File: config.mk
export PLATFORM = sky130hd
export DESIGN_NAME = instruction_fetch_unit_flat
export DESIGN_NICKNAME = d
export VERILOG_FILES = /design/src/rtl/instruction_fetch_unit_if.sv /design/src/rtl/instruction_fetch_unit.sv /design/src/flat_wrapper.sv
export SDC_FILE = /design/constraint.sdc
export NUM_CORES = 1
export LEC_CHECK = 0
export CORE_MARGIN = 1
export CORE_UTILIZATION = 30
export CTS_BUF_LIST = sky130_fd_sc_hd__clkbuf_4
export CTS_CLUSTER_DIAMETER = 100
export DETAILED_ROUTE_END_ITERATION = 8
export DONT_BUFFER_PORTS = 1
export GPL_ROUTABILITY_DRIVEN = 0
export GPL_TIMING_DRIVEN = 0
export PLACE_DENSITY = 0.48
export SETUP_SLACK_MARGIN = 0.15
export SLEW_MARGIN = 20
export SYNTH_ARGS = -nofsm -noshare
export SYNTH_HDL_FRONTEND = slang
export SYNTH_SLANG_ARGS = --single-unit
File: constraint.sdc
create_clock -name Clk -period 3.3 [get_ports Clk]
set_input_delay 0.495 -clock Clk [delete_from_list [all_inputs] [get_ports Clk]]
set_output_delay 0.495 -clock Clk [all_outputs]
set_load 0.005 [all_outputs]
File: src/rtl/instruction_fetch_unit_if.sv
// Instruction memory read bus between the fetch unit (master) and the
// instruction memory (slave).
interface instruction_fetch_unit_if #(
    parameter int unsigned ADDR_W = 7
);
    logic [ADDR_W-1:0] IMemAddr;
    logic              IMemRead;
    logic [15:0]       IMemData;
    logic              IMemValid;

    modport master (
        output IMemAddr,
        output IMemRead,
        input  IMemData,
        input  IMemValid
    );

    modport slave (
        input  IMemAddr,
        input  IMemRead,
        output IMemData,
        output IMemValid
    );
endinterface

File: src/rtl/instruction_fetch_unit.sv
// Instruction fetch unit: owns PC and IR and runs the read handshake to
// instruction memory on behalf of the controller FSM.
// Optional feature macro: IFU_PREFETCH_EN (one-word prefetch buffer).
module instruction_fetch_unit #(
    parameter int unsigned       ADDR_W   = 7,
    parameter logic [ADDR_W-1:0] RESET_PC = '0
) (
    input  logic                      Clk,
    input  logic                      Rst,
    input  logic                      PCClr,
    input  logic                      PCUp,
    input  logic                      IRLd,
    instruction_fetch_unit_if.master  imem,
    output logic [15:0]               Instruction,
    output logic [ADDR_W-1:0]         PCOut,
    output logic                      IRValid,
    output logic                      FetchStall
);

    localparam logic [1:0] S_IDLE     = 2'd0;
    localparam logic [1:0] S_WAIT     = 2'd1;
`ifdef IFU_PREFETCH_EN
    localparam logic [1:0] S_PREFETCH = 2'd2;
`endif

    logic [1:0]        r_state;
    logic [ADDR_W-1:0] r_pc;
    logic [15:0]       r_ir;
    logic              r_ir_valid;
    logic [ADDR_W-1:0] r_mem_addr;
    logic              r_mem_read;
    logic [ADDR_W-1:0] w_pc_next;
`ifdef IFU_PREFETCH_EN
    logic [15:0]       r_pf_data;
    logic [ADDR_W-1:0] r_pf_tag;
    logic              r_pf_valid;
`endif

    // PC value after this edge when an accepted request carries PCUp
    always_comb begin
        w_pc_next = PCUp ? r_pc + ADDR_W'(1) : r_pc;
    end

    // PC / IR / memory handshake state machine; PCClr overrides every state
    always_ff @(posedge Clk or negedge Rst) begin
        if (!Rst) begin
            r_state    <= S_IDLE;
            r_pc       <= RESET_PC;
            r_ir       <= '0;
            r_ir_valid <= 1'b0;
            r_mem_addr <= RESET_PC;
            r_mem_read <= 1'b0;
`ifdef IFU_PREFETCH_EN
            r_pf_data  <= '0;
            r_pf_tag   <= RESET_PC;
            r_pf_valid <= 1'b0;
`endif
        end else if (PCClr) begin
            r_state    <= S_IDLE;
            r_pc       <= RESET_PC;
            r_ir_valid <= 1'b0;
            r_mem_read <= 1'b0;
`ifdef IFU_PREFETCH_EN
            r_pf_valid <= 1'b0;
`endif
        end else begin
            case (r_state)
                S_IDLE: begin
`ifdef IFU_PREFETCH_EN
                    if (IRLd) begin
                        r_pc <= w_pc_next;
                        if (r_pf_valid && r_pf_tag == r_pc) begin
                            // Buffer hit: load IR now and prefetch the new PC
                            r_ir       <= r_pf_data;
                            r_ir_valid <= 1'b1;
                            r_mem_addr <= w_pc_next;
                            r_pf_tag   <= w_pc_next;
                            r_pf_valid <= 1'b0;
                            r_mem_read <= 1'b1;
                            r_state    <= S_PREFETCH;
                        end else begin
                            r_pf_valid <= 1'b0;
                            r_mem_addr <= r_pc;
                            r_mem_read <= 1'b1;
                            r_ir_valid <= 1'b0;
                            r_state    <= S_WAIT;
                        end
                    end else if (PCUp) begin
                        r_pc       <= r_pc + ADDR_W'(1);
                        r_pf_valid <= 1'b0;
                    end
`else
                    if (IRLd) begin
                        r_mem_addr <= r_pc;
                        r_mem_read <= 1'b1;
                        r_ir_valid <= 1'b0;
                        r_state    <= S_WAIT;
                    end
                    r_pc <= w_pc_next;
`endif
                end
                S_WAIT: begin
                    if (imem.IMemValid) begin
                        r_ir       <= imem.IMemData;
                        r_ir_valid <= 1'b1;
`ifdef IFU_PREFETCH_EN
                        r_mem_addr <= r_pc;
                        r_pf_tag   <= r_pc;
                        r_pf_valid <= 1'b0;
                        r_state    <= S_PREFETCH;
`else
                        r_mem_read <= 1'b0;
                        r_state    <= S_IDLE;
`endif
                    end
                end
`ifdef IFU_PREFETCH_EN
                S_PREFETCH: begin
                    if (IRLd) begin
                        r_pc <= w_pc_next;
                        if (r_pf_tag == r_pc) begin
                            // Request on the read already in flight: behaves as WAIT
                            if (imem.IMemValid) begin
                                r_ir       <= imem.IMemData;
                                r_ir_valid <= 1'b1;
                                r_mem_addr <= w_pc_next;
                                r_pf_tag   <= w_pc_next;
                                r_pf_valid <= 1'b0;
                            end else begin
                                r_ir_valid <= 1'b0;
                                r_state    <= S_WAIT;
                            end
                        end else begin
                            r_pf_valid <= 1'b0;
                            r_mem_addr <= r_pc;
                            r_ir_valid <= 1'b0;
                            r_state    <= S_WAIT;
                        end
                    end else if (PCUp) begin
                        r_pc       <= r_pc + ADDR_W'(1);
                        r_pf_valid <= 1'b0;
                        r_mem_read <= 1'b0;
                        r_state    <= S_IDLE;
                    end else if (imem.IMemValid) begin
                        r_pf_data  <= imem.IMemData;
                        r_pf_valid <= 1'b1;
                        r_mem_read <= 1'b0;
                        r_state    <= S_IDLE;
                    end
                end
`endif
                default: begin
                    r_state    <= S_IDLE;
                    r_mem_read <= 1'b0;
                end
            endcase
        end
    end

    assign imem.IMemAddr = r_mem_addr;
    assign imem.IMemRead = r_mem_read;
    assign Instruction   = r_ir;
    assign PCOut         = r_pc;
    assign IRValid       = r_ir_valid;
    assign FetchStall    = (r_state == S_WAIT);

endmodule

File: src/flat_wrapper.sv
// flat-port wrapper written by rule: the top's interface ports become plain ports
module instruction_fetch_unit_flat 
#(
    parameter int unsigned       ADDR_W   = 7,
    parameter logic [ADDR_W-1:0] RESET_PC = '0
)
  (Clk, Rst, PCClr, PCUp, IRLd, Instruction, PCOut, IRValid, FetchStall, imem_IMemAddr, imem_IMemRead, imem_IMemData, imem_IMemValid);
  instruction_fetch_unit_if #(.ADDR_W(ADDR_W)) imem_i ();
  input  logic Clk;
  input  logic Rst;
  input  logic PCClr;
  input  logic PCUp;
  input  logic IRLd;
  output logic [15:0] Instruction;
  output logic [ADDR_W-1:0] PCOut;
  output logic IRValid;
  output logic FetchStall;
  output wire logic [$bits(imem_i.IMemAddr)-1:0] imem_IMemAddr;
  output wire logic [$bits(imem_i.IMemRead)-1:0] imem_IMemRead;
  input wire logic [$bits(imem_i.IMemData)-1:0] imem_IMemData;
  input wire logic [$bits(imem_i.IMemValid)-1:0] imem_IMemValid;
  assign imem_IMemAddr = imem_i.IMemAddr;
  assign imem_IMemRead = imem_i.IMemRead;
  assign imem_i.IMemData = imem_IMemData;
  assign imem_i.IMemValid = imem_IMemValid;
  instruction_fetch_unit #(.ADDR_W(ADDR_W), .RESET_PC(RESET_PC)) u_core (.Clk(Clk), .Rst(Rst), .PCClr(PCClr), .PCUp(PCUp), .IRLd(IRLd), .imem(imem_i), .Instruction(Instruction), .PCOut(PCOut), .IRValid(IRValid), .FetchStall(FetchStall));
endmodule
Word-level counts from Yosys, hierarchy flattened --
Cells that the tools add are included.
Storage, ports and cells: flip-flop bits (word level) 34, latch bits 0, RAM bits 0, ROM bits 0, word-level logic and storage cells 35, memories 0
Operators by class: add/sub/neg operators 1, $mul 0, divide/modulo/power cells 0, order comparisons 0, equality and inequality tests 3, shift-type cells 0, muxes and demuxes 15, bitwise logic cells 1, reductions and logical operators 9
Operator list (number):
- $mux 7 | 3
- $reduce_and 3->1 | 3
- $add 7x1->7 const B | 1
- $mux 1 | 6
- $mux 2 | 3
- $pmux 1 s2 | 2
- $pmux 2 s2 | 1
- $reduce_and 2->1 | 2
- $reduce_bool 2->1 | 2
- $ne 3x2->1 const B | 1
- $ne 3x3->1 const B | 1
- $reduce_bool 3->1 | 1
- $eq 2x1->1 const B | 1
- $logic_not 2->1 | 1
- $not 1->1 | 1

Longest topological paths before layout --
Gate-level depths: netlist of the first run.
word-level depth 4, mapped depth 5, mapped depth without buffers 4

Worst setup path before layout of the first run --
Ideal clock, no wire load.
path type input -> register, from in imem_IMemValid, to reg u_core.r_ir[0] (netlist: u_core.Instruction[0]), arrival 1.331 ns, data required time 3.175 ns, setup slack 1.844 ns, stages on the path 5, path buffers 2, path through nand2_1 or2_1 buf_6 buf_6 mux2_4
Between the ends: word-level cells in the longest chain between the ends 1
RTL lines:
- start: declaration | RTL line flat_wrapper.sv:21 | input wire logic [$bits(imem_i.IMemValid)-1:0] imem_IMemValid;
- $reduce_and 3->1 (no line)
- end signal: assignment | RTL line instruction_fetch_unit.sv:104 | r_ir <= imem.IMemData;
- end: declaration | RTL line instruction_fetch_unit.sv:28 | logic [15:0] r_ir;
Every way passes these cells. A chain may end at the register's enable or synchronous reset.

Final worst setup path of the first run --
from reg u_core.r_state[0], to reg u_core.r_pc[5] (netlist: u_core.PCOut[5])
Between the ends: word-level cells in the longest chain between the ends 3
RTL lines:
- start: declaration | RTL line instruction_fetch_unit.sv:26 | logic [1:0] r_state;
- start signal: assignment | RTL line instruction_fetch_unit.sv:47 | r_state <= S_IDLE;
- start signal: assignment | RTL line instruction_fetch_unit.sv:59 | r_state <= S_IDLE;
- start signal: assignment | RTL line instruction_fetch_unit.sv:97 | r_state <= S_WAIT;
- $logic_not 2->1 | RTL line instruction_fetch_unit.sv:67 | case (r_state)
- $reduce_bool 2->1 (no line)
- $reduce_and 2->1 (no line)
- end signal: assignment | RTL line instruction_fetch_unit.sv:99 | r_pc <= w_pc_next;
- end: declaration | RTL line instruction_fetch_unit.sv:27 | logic [ADDR_W-1:0] r_pc;
Every way passes these cells.

==> results.md, run 1 <==
* VDD IR-drop max at 0.000165 V
* Fmax at 658 MHz
* Met2 Use GR at 17.4%
* Min Tclk post-route at 1520 ps
* Worst R2R Start: u_core.r_state[0]
* Final net count at 122
* Total wire length at 2470 microns
* Pins Over Slew Limit at 0
* Initial antenna violation count at 0
* Slew @ Worst Pin at 438 ps
* FF+latch count, synth at 32
* Multiplexer share of the synthesized area at 23.0%
* Post-CTS Setup Bufs at 0
* CTS H-Tree Depth at 2
* Pwr per Cell Area at 599 nW/um^2
* Routed WL per cell at 16.5 microns
* GR peak layer: met2
* First-pass GRT wire length at 3710 microns
* Hold crit path type: input pin to register
* Clock slew at reported path FFs at 100 ps
* Post-route DRC at 0
* CP Max Fanout at 6
* Clk_lat worst skew at 330 ps
* Synth cell types at 21
* ANT nets after route at 0
* Arrival time at the worst endpoint at 1780 ps
* Vias in the first global route at 751
* Mapped Avg Cell Area at 14.8 sq um
* Post-synthesis net count at 113
* Synth Area in XOR/XNOR at 2.63%
* Total vias in the final route at 723
* Hold depth at 1
* Sequential Area at 801 sq um
* M1 GR Usage at 11.9%
* Clock Sinks at 32
* Critical path class: register to register
* Synth area leader: dfrtp_1
* CTS tree: done
* GRT overflow at 0
* Share of the synthesized area in the top cell type at 60.2%
* CTS Buf Count at 5
* Area contributors post-synth: dfrtp_1, mux2_4, mux2_1, mux2_2, o2111ai_2
* Relative slew slack at 70.7%
* Sequential area share after synthesis at 60.2%
* Synth Area in Compound Gates at 4.51%
* Cells after synthesis at 90
* Adder-cell share of the synthesized area at 0.940%
* CTS Buffer Depth at 2
* P&R area growth vs syn at 13.0%
* Yosys Warn Count at 0
* Static leakage at 0.709 nW
* Outcome: finished, final reports clean
* DR iter-0 viols at 23
* I/O Pins at 55
* Clk_skew at 8.89 ps
* Number of port buffers at 0
* Initial Util at 32.4%
* M3 GR Usage at 6.58%
* RSZ-0062 raised after global routing: no
* Post-synthesis simple-gate area fraction at 6.11%
* Design Power at 901 uW
* # diodes at 0
* Std-Cell Rows at 23
* Max cap viols at 0
* Area of the multi-input gates at 495 sq um
* Setup slack, reg-to-reg at 1780 ps
* HP Start: imem_IMemData[11]
* Die Ht at 68.6 microns
* Layout cell share with drive strength beyond 1 at 32.0%
* Final Setup Violations at 0
* DR pass1 iterations at 4
* Die ar. at 4710 sq um
* Tot GR Track Use at 11.8%
* Final Cycle Share at 46.0%
* R2R Path End: u_core.PCOut[5]
* FF-to-FF path depth at 4
* Req. time, crit path at 3560 ps
* Root Driver: clkbuf_4
* Setup TNS at 0 ps
* Filler cells at 398
* Post-synthesis cell area at 1330 sq um
* Largest family of logic cells by synthesized area: multiplexers
* Largest net degree at the start of global routing at 33
* Vias per cell at 4.82
* Placeable core area at 4120 sq um
* Final hold violations at 0
* Die X at 68.6 microns
* Worst Hold Endpoint: u_core.Instruction[11]
* Critical Path Source Type: register
* Hpwl dp at 1720 microns
* CP Capture Type: register
[cell type report]
class / instances / area share [%]
Sequential cell: 32 / 53.2
Multi-Input combinational cell: 54 / 32.9
Tap cell: 50 / 4.16
Clock buffer: 6 / 3.00
Clock inverter: 2 / 2.33
Buffer: 4 / 2.33
Timing Repair Buffer: 2 / 2.00
[per-layer routing]
| layer | vias to the layer above | wire length, microns |
|---|---|---|
| met4 | 0 | 72 |
| met1 | 361 | 973 |
| met5 | - | 0 |
| li1 | 327 | - |
| met3 | 6 | 224 |
| met2 | 29 | 1200 |
[through the flow]
stage               hold slack [ps]  setup WS (ps)  utilization, %  instances  instance area, sq um
floorplan                       199           1840               -         90                  1330
global placement                200           1710            33.9        140                  1390
detailed placement              200           1690            33.9        140                  1390
CTS                             271           1750            36.5        150                  1500
global route                    263           1670            36.5        150                  1500
finish                          291           1780            36.5        150                  1500
[worst max-delay path by stage]
stage	from	endpoint	slack (ps)	cells past startpoint
after floorplan	imem_IMemValid	u_core.Instruction[0]	1840	5
after global placement	PCClr	u_core.imem.IMemAddr[5]	1710	3
after detailed placement	PCClr	u_core.imem.IMemAddr[3]	1690	3
after CTS	u_core.r_state[0]	u_core.imem.IMemAddr[1]	1750	3
after global routing	u_core.r_state[0]	u_core.PCOut[6]	1670	4
final	u_core.r_state[0]	u_core.PCOut[5]	1780	4
[cell usage after synthesis (all sizes together)]
cell type	instances
a21oi	3
buf	4
dfrtp	32
ha	1
mux2	23
mux2i	1
nand2	5
nand2b	1
nor2	7
nor2b	1
o2111ai	2
o21ai	3
or2	1
or3	2
xnor2	1
xor2	3
[sequential cells by signal (all words and copies together) (netlist names)]
signal                flops
u_core.Instruction       16
u_core.PCOut              7
u_core.imem.IMemAddr      7
u_core.IRValid            1
u_core.r_state            1
[cells by family after synthesis]
group	Yosys count
DFF	32
muxes	24
and+or+nand+nor	17
AOI/OAI and AO/OA	8
xor gates and xnor gates	4
buffers and inverters	4
adders and majority gates	1
[worst max-delay path: stages (launching register included)]
cell and delay (ps):
dfrtp_1 450, nor2b_2 310, o2111ai_2 170, or3_1 370, a21oi_1 140
[power breakdown]
group          switching [mW]  total (mW)  leakage, nW  internal [mW]
clock                   0.133       0.300       0.0456          0.167
combinational          0.0357       0.103        0.252         0.0671
sequential             0.0472       0.498        0.411          0.450
total                   0.216       0.901        0.709          0.685
[placed cells by master, fill, tap and decap left out, types with 2 or more instances in the layout]
cell        n
nor2_1      6
mux2_1      8
or3_1       2
xor2_1      3
mux2_4     10
o21ai_0     3
dfrtp_1    32
o2111ai_2   2
buf_6       2
a21oi_1     3
clkbuf_4    6
nand2_1     5
mux2_2      5
[what timing repair did]
action / in CTS / in global routing
endpoints found under the hold margin: 32 / 0
hold buffers: 2 / 0
resized for setup: 0 / 0
(Power assumes the default switching activity.)
==> inputs of run 2 (changes only) <==
--- a/config.mk
+++ b/config.mk
@@ -13,7 +13,7 @@
 export DONT_BUFFER_PORTS = 1
 export GPL_ROUTABILITY_DRIVEN = 0
 export GPL_TIMING_DRIVEN = 0
-export PLACE_DENSITY = 0.48
+export PLACE_DENSITY = 0.49
 export SETUP_SLACK_MARGIN = 0.15
 export SLEW_MARGIN = 20
 export SYNTH_ARGS = -nofsm -noshare
==> constraint.sdc (replaced) <==
create_clock -name Clk -period 1.3 [get_ports Clk]
set_input_delay 0.195 -clock Clk [delete_from_list [all_inputs] [get_ports Clk]]
set_output_delay 0.195 -clock Clk [all_outputs]
set_load 0.005 [all_outputs]
==> results.md, run 2 (synthesized netlist as in run 1, its figures left out) <==
* I/O Pins at 55 (unchanged)
* Most frequent cells in the layout: dfrtp_1, dlygate4sd3_1, mux2_4, nor2_1
* VDD IR-drop max at 0.000297 V (+80%)
* Arrival time at the worst endpoint at 1640 ps (-140 ps)
* Vias in the first global route at 873 (+16%)
* Final hold violations at 0 (unchanged)
* Critical path class: register to register
* Post-route DRC at 0 (unchanged)
* Pwr per Cell Area at 1200 nW/um^2 (+100%)
* Total vias in the final route at 816 (+13%)
* RSZ-0062 raised after global routing: yes
* CP Max Fanout at 10 (+4)
* Fmax at 701 MHz (+6.5%)
* Outcome: finished, violations left
* Worst Hold Endpoint: u_core.r_state[0]
* Design Power at 2.18 mW (+140%)
* Worst R2R Start: u_core.r_state[0]
* Max cap viols at 0 (unchanged)
* Hold crit path type: input pin to register
* Tot GR Track Use at 13.5% (+1.7 points)
* Total wire length at 2900 microns (+17%)
* Worst path depth at 5 (+1)
* Std-Cell Rows at 23 (unchanged)
* DR iter-0 viols at 45 (+96%)
* Hold depth at 2 (+1)
* Final Cycle Share at 110% (+64 points)
* CP cell instances: nand2_2 > or2_1 > buf_6 > buf_12 > mux2_4
* Initial antenna violation count at 0 (unchanged)
* Hpwl dp at 1740 microns (+1.2%)
* Final net count at 145 (+19%)
* DR pass1 iterations at 3 (-1)
* Place WS at -139 ps (-1830 ps)
* Bufs and invs on worst path at 2 (+2)
* Failing checks: setup timing
* Root Driver: clkbuf_4
* Clock slew at reported path FFs at 90 ps (about the same)
* CTS Buf Count at 5 (unchanged)
* Most common cell after layout, fill and taps aside: dfrtp_1
* Min Tclk post-route at 1430 ps (-92.2 ps)
* Placeable core area at 4120 sq um (unchanged)
* CTS H-Tree Depth at 2 (unchanged)
* Routed WL per cell at 16.7 microns (+1.8%)
* Number of port buffers at 0 (unchanged)
* Final Setup Violations at 24 (+24)
* Setup slack, reg-to-reg at -130 ps (-1910 ps)
* # diodes at 0 (unchanged)
* Fin worst setup slack at -127 ps (-1910 ps)
* GRT overflow at 0 (unchanged)
* Slew @ Worst Pin at 314 ps (-124 ps)
* Largest net degree at the start of global routing at 33 (unchanged)
* Die ar. at 4710 sq um (unchanged)
* R2R Path End: u_core.Instruction[1]
* Max reg flops at 16 (unchanged)
* CP delay by family, top: flip-flops
* First-pass GRT wire length at 4260 microns (+15%)
* FF-to-FF path depth at 5 (+1)
* Final Cell Area at 1810 sq um (+21%)
* CTS Buffer Depth at 2 (unchanged)
* Die X at 68.6 microns (unchanged)
* Slowest stage cell, crit path: dfrtp_2
* Initial Util at 32.4% (unchanged)
* Vias per cell at 4.72 (-2.1%)
* Filler cells at 370 (-7.0%)
* Clk_lat worst skew at 330 ps (about the same)
* Critical Path Max Stage Delay at 450 ps (about the same)
* Placed inst area at 1410 sq um (+1.3%)
* Clk_skew at 7.48 ps (-1.41 ps)
* Static leakage at 0.849 nW (+20%)
* Relative slew slack at 79.1% (+8.3 points)
* HP Start: IRLd
* Clock Sinks at 32 (unchanged)
* CTS tree: done
* CP Capture Type: register
* P&R area growth vs syn at 36.3%
* ANT nets after route at 0 (unchanged)
* Layout cell share with drive strength beyond 1 at 42.3% (+10 points)
* Die Ht at 68.6 microns (unchanged)
* Non-Filler Instances at 173 (+15%)
* Pins Over Slew Limit at 0 (unchanged)
* Cells after DPL at 140 (unchanged)
* Critical Path Source Type: register
* Req. time, crit path at 1510 ps (-2050 ps)
==> run 2: stage by stage <==
stage                     setup TNS (ps)  utilization [%]  hold slack [ps]
after global placement             -1910             34.3            -99.8
final                              -2220             44.1             53.7
after floorplan                     -724                -             -101
after detailed placement           -2190             34.3            -99.8
after global routing               -4090             44.1             61.0
after CTS                          -2460             42.0            0.101
==> run 2: layout make-up <==
class	instances	area (sq um)	share of cell area [%]
flip-flops and latches	32	805	44.3
multi-input cells	54	586	32.3
repair buffers	25	267	14.7
well taps	50	62.6	3.45
plain buffers	4	43.8	2.41
clock buffers	5	37.5	2.07
clock inverters	3	13.8	0.759
==> run 2: repair_timing <==
action	4_1_cts	5_1_grt
hold buffers	17	1
setup buffers	5	2
pin swaps	4	4
endpoints found under the setup margin	28	31
hold endpoints to repair	47	1
gates resized for setup	9	11
==> run 2: how the worst max path moves through the flow <==
| stage | endpoint | start |
|---|---|---|
| floorplan | u_core.Instruction[0] | u_core.r_state[0] |
| global placement | u_core.Instruction[14] | u_core.r_state[0] |
| detailed placement | u_core.Instruction[13] | u_core.r_state[0] |
| CTS | u_core.Instruction[12] | u_core.r_state[0] |
| global route | u_core.Instruction[1] | u_core.r_state[0] |
| finish | u_core.Instruction[1] | u_core.r_state[0] |
==> run 2: per-layer routing <==
layer  wire (microns)  up-vias  global-route usage [%]
met5                0        -                       0
met4               61        0                    7.03
met3              206        5                    6.91
met2             1550       28                    23.5
met1             1080      411                    12.7
li1                 -      372                       -
==> run 2: worst register-to-register path, delay by kind of cell, from the launching register on <==
family	cells	cell delay, ps
flip-flops	1	450
multiplexers	1	300
AND/OR/NAND/NOR	2	290
buffers and inverters	2	290
==> run 2: where the power goes <==
part | leakage (nW) | switching (mW) | internal [mW]
clock | 0.0324 | 0.333 | 0.198
combinational | 0.410 | 0.113 | 0.261
sequential | 0.407 | 0.134 | 1.15
